File: src/rtl/calc_disp_pkg.sv
// Shared constants, types and helpers for the calculator display path.
package calc_disp_pkg;

    // Display geometry and converter widths
    localparam int N_DIG  = 8;
    localparam int BIN_W  = 25;
    localparam int BCD_W  = 4 * N_DIG;
    localparam int ITER_W = $clog2(BIN_W);

    // Non-numeric digit codes; 0..9 encode themselves
    localparam logic [3:0] DIG_BLANK = 4'hA;
    localparam logic [3:0] DIG_DASH  = 4'hB;
    localparam logic [3:0] DIG_E     = 4'hC;

    // Conversion sequencer states
    typedef enum logic [1:0] {
        IDLE = 2'd0,
        CONV = 2'd1,
        FIX  = 2'd2
    } state_t;

    // One 4-bit code per digit, digit 0 is the rightmost
    typedef logic [N_DIG-1:0][3:0] dig_vec_t;

    // Result of the FIX step: what the display should show
    typedef struct packed {
        dig_vec_t codes;
        logic     err;
    } disp_res_t;

    // Double-dabble correction: every BCD nibble >= 5 gets +3 before the shift
    function automatic logic [BCD_W-1:0] add3_nibbles(input logic [BCD_W-1:0] b);
        logic [BCD_W-1:0] r;
        r = b;
        for (int i = 0; i < N_DIG; i++) begin
            if (b[i*4 +: 4] >= 4'd5)
                r[i*4 +: 4] = b[i*4 +: 4] + 4'd3;
        end
        return r;
    endfunction

endpackage

File: src/rtl/seg7_decode.sv
// Digit code to active-low 7-segment pattern; dp is always off.
module seg7_decode
    import calc_disp_pkg::*;
(
    input  logic [3:0] code,
    output logic [7:0] seg
);

    // Pattern bits are {dp, g, f, e, d, c, b, a}, all active-low
    always_comb begin
        seg = 8'hFF;
        case (code)
            4'd0:      seg = 8'hC0;
            4'd1:      seg = 8'hF9;
            4'd2:      seg = 8'hA4;
            4'd3:      seg = 8'hB0;
            4'd4:      seg = 8'h99;
            4'd5:      seg = 8'h92;
            4'd6:      seg = 8'h82;
            4'd7:      seg = 8'hF8;
            4'd8:      seg = 8'h80;
            4'd9:      seg = 8'h90;
            DIG_BLANK: seg = 8'hFF;
            DIG_DASH:  seg = 8'hBF;
            DIG_E:     seg = 8'h86;
            default:   seg = 8'hFF;
        endcase
    end

endmodule

File: src/rtl/disp_scan_ctrl.sv
// Result display controller: binary-to-BCD conversion, blanking/sign
// placement, and a free-running 8-digit multiplexed scan.
module disp_scan_ctrl
    import calc_disp_pkg::*;
#(
    parameter int SCAN_DIV = 50000
) (
    input  logic             clk,
    input  logic             rst,
    input  logic             load,
    input  logic [BIN_W-1:0] abs_num,
    input  logic             neg,
    output logic             busy,
    output logic             err,
    output logic [7:0]       an,
    output logic [7:0]       seg
);

    localparam int                DIV_W     = (SCAN_DIV > 1) ? $clog2(SCAN_DIV) : 1;
    localparam logic [DIV_W-1:0]  DIV_LAST  = DIV_W'(SCAN_DIV - 1);
    localparam logic [ITER_W-1:0] CONV_LAST = ITER_W'(BIN_W - 1);

    state_t              state;
    logic [BIN_W-1:0]    bin_sr;
    logic [BCD_W-1:0]    bcd;
    logic [BCD_W-1:0]    bcd_adj;
    logic                neg_q;
    logic [ITER_W-1:0]   iter;
    dig_vec_t            codes;
    disp_res_t           fix_res;

    logic [DIV_W-1:0]    div;
    logic [2:0]          idx;
    logic [2:0]          idx_nxt;
    logic [7:0]          seg_nxt;

    // Correction step applied to the accumulator each CONV cycle
    always_comb bcd_adj = add3_nibbles(bcd);

    // FIX: blank leading zeros, place the sign, flag values that need a 9th digit
    always_comb begin
        logic [2:0] msd;
        logic       nz;
        msd           = 3'd0;
        nz            = 1'b0;
        fix_res.codes = {N_DIG{DIG_BLANK}};
        fix_res.err   = 1'b0;
        for (int i = 0; i < N_DIG; i++) begin
            if (bcd[i*4 +: 4] != 4'd0) begin
                msd = 3'(i);
                nz  = 1'b1;
            end
        end
        if (!nz) begin
            // Zero magnitude: a lone minus shows just the dash
            fix_res.codes[0] = neg_q ? DIG_DASH : 4'd0;
        end else if (neg_q && msd == 3'(N_DIG - 1)) begin
            // Sign would land beyond the leftmost digit
            fix_res.err      = 1'b1;
            fix_res.codes[0] = DIG_E;
        end else begin
            for (int i = 0; i < N_DIG; i++) begin
                if (i <= int'(msd))
                    fix_res.codes[i] = bcd[i*4 +: 4];
            end
            if (neg_q)
                fix_res.codes[msd + 3'd1] = DIG_DASH;
        end
    end

    // Conversion sequencer; display codes and err only change in FIX
    always_ff @(posedge clk) begin
        if (rst) begin
            state  <= IDLE;
            busy   <= 1'b0;
            err    <= 1'b0;
            codes  <= {N_DIG{DIG_BLANK}};
            bin_sr <= '0;
            bcd    <= '0;
            neg_q  <= 1'b0;
            iter   <= '0;
        end else begin
            case (state)
                IDLE: begin
                    if (load) begin
                        bin_sr <= abs_num;
                        neg_q  <= neg;
                        bcd    <= '0;
                        iter   <= '0;
                        busy   <= 1'b1;
                        state  <= CONV;
                    end
                end
                CONV: begin
                    {bcd, bin_sr} <= {bcd_adj[BCD_W-2:0], bin_sr, 1'b0};
                    iter          <= iter + 1'b1;
                    if (iter == CONV_LAST)
                        state <= FIX;
                end
                FIX: begin
                    codes <= fix_res.codes;
                    err   <= fix_res.err;
                    busy  <= 1'b0;
                    state <= IDLE;
                end
                default: begin
                    state <= IDLE;
                    busy  <= 1'b0;
                end
            endcase
        end
    end

    assign idx_nxt = idx + 3'd1;

    seg7_decode u_dec (
        .code (codes[idx_nxt]),
        .seg  (seg_nxt)
    );

    // Digit scan: an/seg are reloaded together when the divider wraps
    always_ff @(posedge clk) begin
        if (rst) begin
            div <= '0;
            idx <= 3'd0;
            an  <= 8'hFE;
            seg <= 8'hFF;
        end else if (div == DIV_LAST) begin
            div <= '0;
            idx <= idx_nxt;
            an  <= ~(8'b1 << idx_nxt);
            seg <= seg_nxt;
        end else begin
            div <= div + 1'b1;
        end
    end

endmodule

File: config.mk
export PLATFORM = sky130hd
export DESIGN_NAME = disp_scan_ctrl
export DESIGN_NICKNAME = d
export VERILOG_FILES = /design/src/rtl/calc_disp_pkg.sv /design/src/rtl/seg7_decode.sv /design/src/rtl/disp_scan_ctrl.sv
export SDC_FILE = /design/constraint.sdc
export NUM_CORES = 1
export LEC_CHECK = 0
export CAP_MARGIN = 30
export CORE_MARGIN = 3
export CORE_UTILIZATION = 53
export CTS_CLUSTER_SIZE = 40
export DETAILED_ROUTE_END_ITERATION = 6
export PLACE_DENSITY = 0.79
export SETUP_SLACK_MARGIN = 0.4
export SLEW_MARGIN = 20
export SYNTH_ARGS = -nofsm -noshare
export SYNTH_HDL_FRONTEND = slang
export SYNTH_HIERARCHICAL = 1
export SYNTH_SLANG_ARGS = --single-unit
File: constraint.sdc
create_clock -name clk -period 4 [get_ports clk]
set_clock_uncertainty 0.2 [all_clocks]
set_input_delay 1.2 -clock clk [delete_from_list [all_inputs] [get_ports clk]]
set_output_delay 1.2 -clock clk [all_outputs]
set_load 0.02 [all_outputs]
# == After elaboration in Yosys (flattened, before gate mapping) ==
# Memory sizes are Yosys's and may differ from the RTL's. A register that Yosys moved wholly into a read port is not among the register bits.
# Cells that the tools add are included.
# word_totals
reg_bits,134
rom_bits,112
inputBits,29
out_inout_bits,18
elab_cells,149
memories,1
# mem_list
memory,words,width,rd,rd_clocked_by_memory_dff,write_ports,line_no,text
(name not given),16,7,1,1,0,seg7_decode.sv:12,case (code)
# classes
addsub,12
n_lt_le_gt_ge,18
eq_ne,7
shift,1
muxes,69
bitwise_logic,5
reduce_logical,17
# op_table
cell,count
$mux 4,35
$mux 32,2
$pmux 32 s2,1
$mux 28,2
$pmux 25 s2,1
$ge 4x3->1 const B,8
$reduce_bool 4->1,8
$add 4x2->4 const B,7
$mux 25,1
$or 24x24->24,1
$mux 3,7
$add 16x1->16 const B,1
$eq 16x16->1 const B,1
$not 8->8,2
$bmux 4 s3,1
$demux 4 s3,1
$le 3x3->1 const A,4
$mux 1,12
$pmux 5 s2,1
$and 8x8->8,1
$lt 3x4->1 const B,2
$reduce_and 2->1,4
$shl 1x3->8 const A,1
$add 3x1->3 const B,2
19 further kinds,23

# == Logic depth before layout (Yosys ltp) ==
# Gate-level depths: netlist of the first run.
# logic_depth
word_depth,18
ltp_mapped,13
depth_no_buf,13

# == By module ==
# The synthesis of the first run kept the hierarchy.
# modules_own_cells
mod,instances,cells_each,area_per_inst_um2,seq_area_each_um2
disp_scan_ctrl,1,716,6292.3,2682.6
seg7_decode,1,38,246.5,0.0

# == Worst setup path before layout of the first run ==
# No wires, ideal clock.
# synth_path
kind,reg-to-reg
from,register bcd[12]
to,register codes[7] in the netlist's numbering
setup_time_ns,0.122
arrival_ns,3.025
setup_slack_ns,0.653
path_stages_with_launch,13
n_path_buf,0
period_less_slack_ns,3.347
cell_sequence,dfxtp_1 > inv_1 > ha_1 > nor3b_1 > nand3_1 > a31o_2 > ha_1 > ha_1 > and2_1 > nor3_1 > nor2b_1 > nand2b_1 > o32a_1
# synth_via
elab_chain_cells,15
word_cells_on_any_way,27
classes_between,add/sub (1); order compare (3); eq/ne (1); mux (18); bitwise (1); reduce/logical (3)
# synth_rtl
element,line_no,text
start: declaration,disp_scan_ctrl.sv:25,logic [BCD_W-1:0] bcd;
start signal: assignment,disp_scan_ctrl.sv:95,"{bcd, bin_sr} <= {bcd_adj[BCD_W-2:0], bin_sr, 1'b0};"
$reduce_bool 4->1 (*),disp_scan_ctrl.sv:49,if (bcd[i*4 +: 4] != 4'd0) begin
$mux 3 (5 in series),disp_scan_ctrl.sv:49,
$add 3x1->3,disp_scan_ctrl.sv:67,fix_res.codes[msd + 3'd1] = DIG_DASH;
$lt 3x4->1 (implied by the code) or $ge 3x1->1 (tied branches),disp_scan_ctrl.sv:67,
$logic_and 1x1->1 (implied by the code),disp_scan_ctrl.sv:67,
$mux 4 (implied by the code),disp_scan_ctrl.sv:67,
$demux 4 s3,disp_scan_ctrl.sv:67,
$or 24x24->24 (no line),-,
$mux 32,disp_scan_ctrl.sv:66,if (neg_q)
$mux 28,disp_scan_ctrl.sv:57,end else if (neg_q && msd == 3'(N_DIG - 1)) begin
$mux 28 (*),disp_scan_ctrl.sv:54,if (!nz) begin
end signal: assignment,disp_scan_ctrl.sv:77,codes <= {N_DIG{DIG_BLANK}};
end signal: assignment,disp_scan_ctrl.sv:101,codes <= fix_res.codes;
end: declaration,disp_scan_ctrl.sv:29,dig_vec_t codes;
# Every way passes the cells marked *; elsewhere a longest branch is shown, timed or not. The select of a mux whose other input is x is not followed.
# A chain may end at the register's enable or synchronous reset.

# == Final worst setup path of the first run ==
# layout_path
from,register bcd[12]
to,register codes[9] in the netlist's numbering
# The elaborated chain is that of the path after synthesis.

==> metrics.md, run 1 <==
| Metric | Value |
|---|---|
| Area Growth Syn to Fin | 18.9% |
| Period Utilization, post-route | 85.9% |
| Relative slew slack | 37.7% |
| Cell with the most instances on the worst path | ha_1 |
| Synth cell count leaders | 134 x dfxtp_1, 133 x nor2_1, 52 x nand2_1 |
| CP Launch Type | flop |
| Fmax | 0.291 GHz |
| CTS Root Buffer Type | clkbuf_16 |
| WP data required | 4.10 ns |
| CTS Buf Count | 17 |
| # IOs | 47 |
| N_diodes | 0 |
| TNS Setup | 0 ns |
| Synth unique cells | 68 |
| Actual transition at the worst max-transition pin | 0.931 ns |
| Largest net degree at the start of global routing | 37 |
| Leakage | 2.95 nW |
| Post-CTS Hold Fix Bufs | 0 |
| Post-synth net total | 819 |
| Post-synth EDFFs | 0 |
| Number of synthesized register bits | 134 |
| CP cell instances | inv_1 > ha_1 > nor3b_4 > nand3_2 > a31o_2 > ha_1 > ha_1 > and2_1 > nor3_2 > o31ai_2 > a21o_1 > o32a_1 |
| Grt ovf | 0 |
| Post-Syn Area | 6540 µm² |
| Async S/R FF share, synth | 0% |
| Core Region | 11700 µm² |
| Critical path arrival | 3.54 ns |
| Initial Utilization | 55.8% |
| Slowest library cell on the worst path | o32a_1 |
| Worst Path Buf+Inv | 1 |
| Power per cell area | 405 nW/µm² |
| Final Hold Vio Count | 0 |
| CTS tree | yes |
| Clk pin slew, worst setup/hold paths | 0.06 ns |
| CTS Buffer Depth | 2 |
| H-tree levels | 4 |
| # setup viols final | 0 |
| Total GRT Usage | 24.2% |
| Ranking of synthesized cells by area | dfxtp_1 41%, nor2_1 7.6%, ha_1 6.9%, nand2_1 3.0%, mux4_2 2.8% |
| Std cell rows | 39 |
| Critical Path Sink Type | flop |
| First drt pass iteration count | 5 |
| CTS Sinks | 134 |
| Vias in the first global route | 5494 |
| Yosys warns | 6 |
| Area leader, netlist | dfxtp_1 |
| Crit-path leading delay family | compound AO/OA/AOI/OAI gates |
| Post-layout nets | 858 |
| Routed length per instance | 16.9 µm |
| RD Place Congestion | 0.979 |
| Global-route wire length before repair | 26100 µm |
| Initial antenna violation count | 0 |
| DRT iter0 DRCs | 497 |
| Syn Area/Cell | 8.67 µm² |
| Post-synthesis sequential area ratio | 41.0% |
| Layout cells sized above 1 | 10.4% |
| HP Class | flop to flop |
| Max-slew violations | 0 |
| Final WL | 16000 µm |
| Cells after synthesis | 754 |
| Residual DRC | 0 |
| Top-count cell post-synth | dfxtp_1 |
| Min cycle time layout | 3.43 ns |
| Max-Cap Viols | 0 |
| Vias/cell | 6.02 |
| Unrepaired setup endpoints after global routing | false |
| Die W | 117 µm |
| DP Wirelength | 11200 µm |
| Die area | 13700 µm² |
| Die Ht | 117 µm |
| ANT nets after route | 0 |
| Via count | 5713 |
| CP Max Fanout | 7 |
| Peak VDD IR | 0.230 mV |
| Most common flop cell mapped by yosys | dfxtp_1 |
| Total power | 3.15 mW |
| Peak per-stage delay on the critical path | 0.34 ns |
| Crit Path Category | flop to flop |
| Status | complete, no violations |
| Buffers on Ports | 46 |
| Clock Latency Late Sink | 0.42 ns |
| Synth top area share | 41.0% |
[cell type report]
type / count / area, µm²
clock buffers: 24 / 482
clock inverters: 8 / 121
fillers: 913 / 3940
inverters: 31 / 121
multi-input cells: 551 / 3620
flip-flops and latches: 134 / 2680
well taps: 143 / 179
repair buffers: 58 / 566
[state kept, by name, summed over array words and instances, names as in the netlist, 2 cells and up]
name,cells
bcd,32
codes,32
bin_sr,25
div,16
an,8
seg,8
iter,5
idx,3
state,2
[kinds of logic after synthesis]
kind of cell / synth area share [%]
AOI/OAI and AO/OA: 16.8
xor gates and xnor gates: 3.88
adders and majority gates: 6.89
buffers and inverters: 4.32
DFF: 41.0
muxes: 3.06
other: 0.0574
and+or+nand+nor: 24.0
[path summary, 6_finish.rpt]
check | slack [ns] | from | to | cells past startpoint
max reg2reg | 0.57 | bcd[12] | codes[9] | 12
min reg2reg | 0.25 | div[0] | div[0] | 1
min | 0.25 | div[0] | div[0] | 1
max | 0.57 | bcd[12] | codes[9] | 12
[stage by stage]
| stage | hold WS [ns] | setup slack [ns] | cell area, µm² | utilization [%] | std cells |
|---|---|---|---|---|---|
| finish | 0.249 | 0.565 | 7770 | 66.4 | 949 |
| global route | 0.272 | 0.398 | 7770 | 66.4 | 949 |
| CTS | 0.250 | 0.403 | 7700 | 65.7 | 947 |
| detailed placement | 0.240 | 0.349 | 7090 | 60.5 | 915 |
| global placement | 0.233 | 0.488 | 7090 | 60.5 | 915 |
| floorplan | 0.218 | 0.653 | 6540 | - | 754 |
[placed cells by master, fill, tap and decap left out, types with 4 or more instances in the layout]
cell             netlist  final
nand2b_1              27     27
clkdlybuf4s50_1        0     45
o22ai_1               18     18
ha_1                  36     35
clkbuf_1              29      4
o32a_1                 8      8
o211ai_1               4      4
o21ai_0               35     35
nand4_1                4      4
a211o_1                8      8
nor4_1                25     25
a31oi_1                5      5
o31ai_1               11     11
nor2_1               133    132
nor3_1                 7      6
clkbuf_16              0     17
or2_2                  6      6
inv_1                 28     27
buf_4                  2     11
nand2_1               52     52
mux4_2                 8      8
dfxtp_1              134    134
xor2_1                12     12
a32o_1                 6      6
xnor2_1               17     17
nand3_1               24     23
a21oi_1               33     32
nor2b_1               13     13
nor3b_4                1      4
[routing by layer]
metal,vias to the layer above,global-route usage [%],share of wire (%)
met1,2766,31.3,45
met5,-,0,0
met4,0,8.72,2.1
li1,2729,-,-
met3,35,5.76,5.2
met2,183,39.7,47
[report_power, final]
part           total [mW]  internal [mW]  leakage (nW)  switching, mW
logic               0.171         0.0719          1.56         0.0987
clock network        1.59           1.03         0.294          0.565
registers            1.39           1.37          1.09         0.0201
[timing repair]
item | CTS | global route
resized for setup | 1 | 9
endpoints found under the setup margin | 6 | 17
setup buffers | 0 | 1
No activity file was read; power rests on OpenSTA's default activity.
==> run 2: changes to the inputs <==
- MAX_ROUTING_LAYER: unset -> met4
==> run 2 against run 1 <==
Sequential power barely moved. Wire length decreased by 0.56%. Sequential cell count is the same. Setup slack worse by 0.064 ns. Hold slack worse by 0.0025 ns. First-iteration DRC count up 9.3%. Register-to-register slack worse by 0.06 ns. Critical path type unchanged. Critical endpoint is now codes[21]. Largest cell class unchanged. Highest routed layer unchanged.
==> metrics.md, run 2 (same netlist as run 1, synthesis figures left out) <==
| Metric | Value |
|---|---|
| Crit Path Category | flop to flop |
| Regs by FF count | bcd (32), codes (32), bin_sr (25) |
| Critical path arrival | 3.61 ns |
| Clock Latency Late Sink | 0.42 ns |
| Buffers on Ports | 46 |
| Most frequent cells in the layout | 134 x dfxtp_1, 132 x nor2_1, 52 x nand2_1 |
| Die area | 13700 µm² |
| CP Max Fanout | 6 |
| Placed Cells | 915 |
| N_diodes | 0 |
| # setup viols final | 0 |
| Total GRT Usage | 24.6% |
| Global-route wire length before repair | 26000 µm |
| Status | complete, no violations |
| Register area | 2680 µm² |
| Dpl cell area | 7090 µm² |
| Leakage | 2.92 nW |
| Fin area | 7760 µm² |
| Max-slew violations | 0 |
| # IOs | 47 |
| HP Class | flop to flop |
| Die W | 117 µm |
| Period Utilization, post-route | 87.5% |
| Hold Slack | 0.246 ns |
| Area taken by multi-input logic gates | 3630 µm² |
| Std cell rows | 39 |
| Layout cells sized above 1 | 10.8% |
| Min cycle time layout | 3.50 ns |
| CTS tree | yes |
| Fmax | 0.286 GHz |
| Final Hold Vio Count | 0 |
| RD Place Congestion | 0.977 |
| Min-Delay Path Depth | 1 |
| DRT iter0 DRCs | 543 |
| Layout filler cell count | 939 |
| CP Launch Type | flop |
| Worst R2R Path Depth | 13 |
| Post-CTS Hold Fix Bufs | 0 |
| TNS Setup | 0 ns |
| Initial Utilization | 55.8% |
| Power per cell area | 392 nW/µm² |
| Core Region | 11700 µm² |
| Largest net degree at the start of global routing | 37 |
| Max-Cap Viols | 0 |
| Peak VDD IR | 0.214 mV |
| H-tree levels | 4 |
| WP data required | 4.11 ns |
| Actual transition at the worst max-transition pin | 0.937 ns |
| Relative slew slack | 37.3% |
| CTS Buffer Depth | 2 |
| Commonest non-fill, non-tap cell in the layout | dfxtp_1 |
| Vias/cell | 5.99 |
| CTS Sinks | 134 |
| Die Ht | 117 µm |
| Via count | 5688 |
| CTS Root Buffer Type | clkbuf_16 |
| Final WL | 15900 µm |
| Finished Layout Cells | 949 |
| DP Wirelength | 11100 µm |
| ANT nets after route | 0 |
| Critical Path Sink Type | flop |
| Residual DRC | 0 |
| CTS Buf Count | 17 |
| Grt ovf | 0 |
| Routed length per instance | 16.8 µm |
| First drt pass iteration count | 5 |
| Initial antenna violation count | 0 |
| Unrepaired setup endpoints after global routing | false |
| Vias in the first global route | 5463 |
| Clk pin slew, worst setup/hold paths | 0.06 ns |
| Area Growth Syn to Fin | 18.7% |
| Post-layout nets | 860 |
[run 2: worst max-delay path, stage by stage (launching register included)]
cell	delay [ns]
dfxtp_1	0.32
inv_1	0.13
ha_2	0.26
nor3b_4	0.29
nand3_2	0.20
a31o_2	0.33
ha_1	0.21
ha_1	0.24
and2_1	0.25
nor3_4	0.23
nor2b_2	0.20
buf_4	0.15
nand2b_1	0.10
o32a_1	0.29
[run 2: repair_timing]
item	CTS	global route
gates resized for setup	1	11
setup buffers	0	3
setup endpoints to repair	6	17
gates cloned	0	0
endpoints found under the hold margin	0	0
[run 2: worst paths after layout]
kind                 from        end  slack [ns]
setup reg to reg  bcd[12]  codes[21]        0.50
hold / removal     div[0]     div[0]        0.25
hold reg to reg    div[0]     div[0]        0.25
setup / recovery  bcd[12]  codes[21]        0.50
[run 2: cell type report]
class	count	area share, %
flip-flops and latches	134	34.6
clock buffers	23	6.29
multi-input cells	551	46.8
well taps	143	2.31
clock inverters	7	0.935
inverters	31	1.56
repair buffers	60	7.48
[run 2: per-layer routing]
metal / vias to the layer above / global-route usage (%) / routed length [µm]
li1: 2746 / - / -
met1: 2693 / 31.2 / 7110
met2: 210 / 38.7 / 7510
met3: 39 / 5.81 / 991
met4: 0 / 8.64 / 319
met5: - / - / 0
[run 2: power by group]
group	internal [mW]	switching, mW	total, mW
combinational	0.0718	0.0969	0.169
sequential	1.37	0.0195	1.39
clock	0.913	0.569	1.48
[run 2: through the flow]
step | setup slack, ns | power, mW | util (%)
global route | 0.348 | 3.14 | 66.3
detailed placement | 0.362 | 1.58 | 60.5
CTS | 0.410 | 3.05 | 65.4
global placement | 0.490 | 1.57 | 60.5
floorplan | 0.653 | 1.52 | -
finish | 0.501 | 3.04 | 66.3
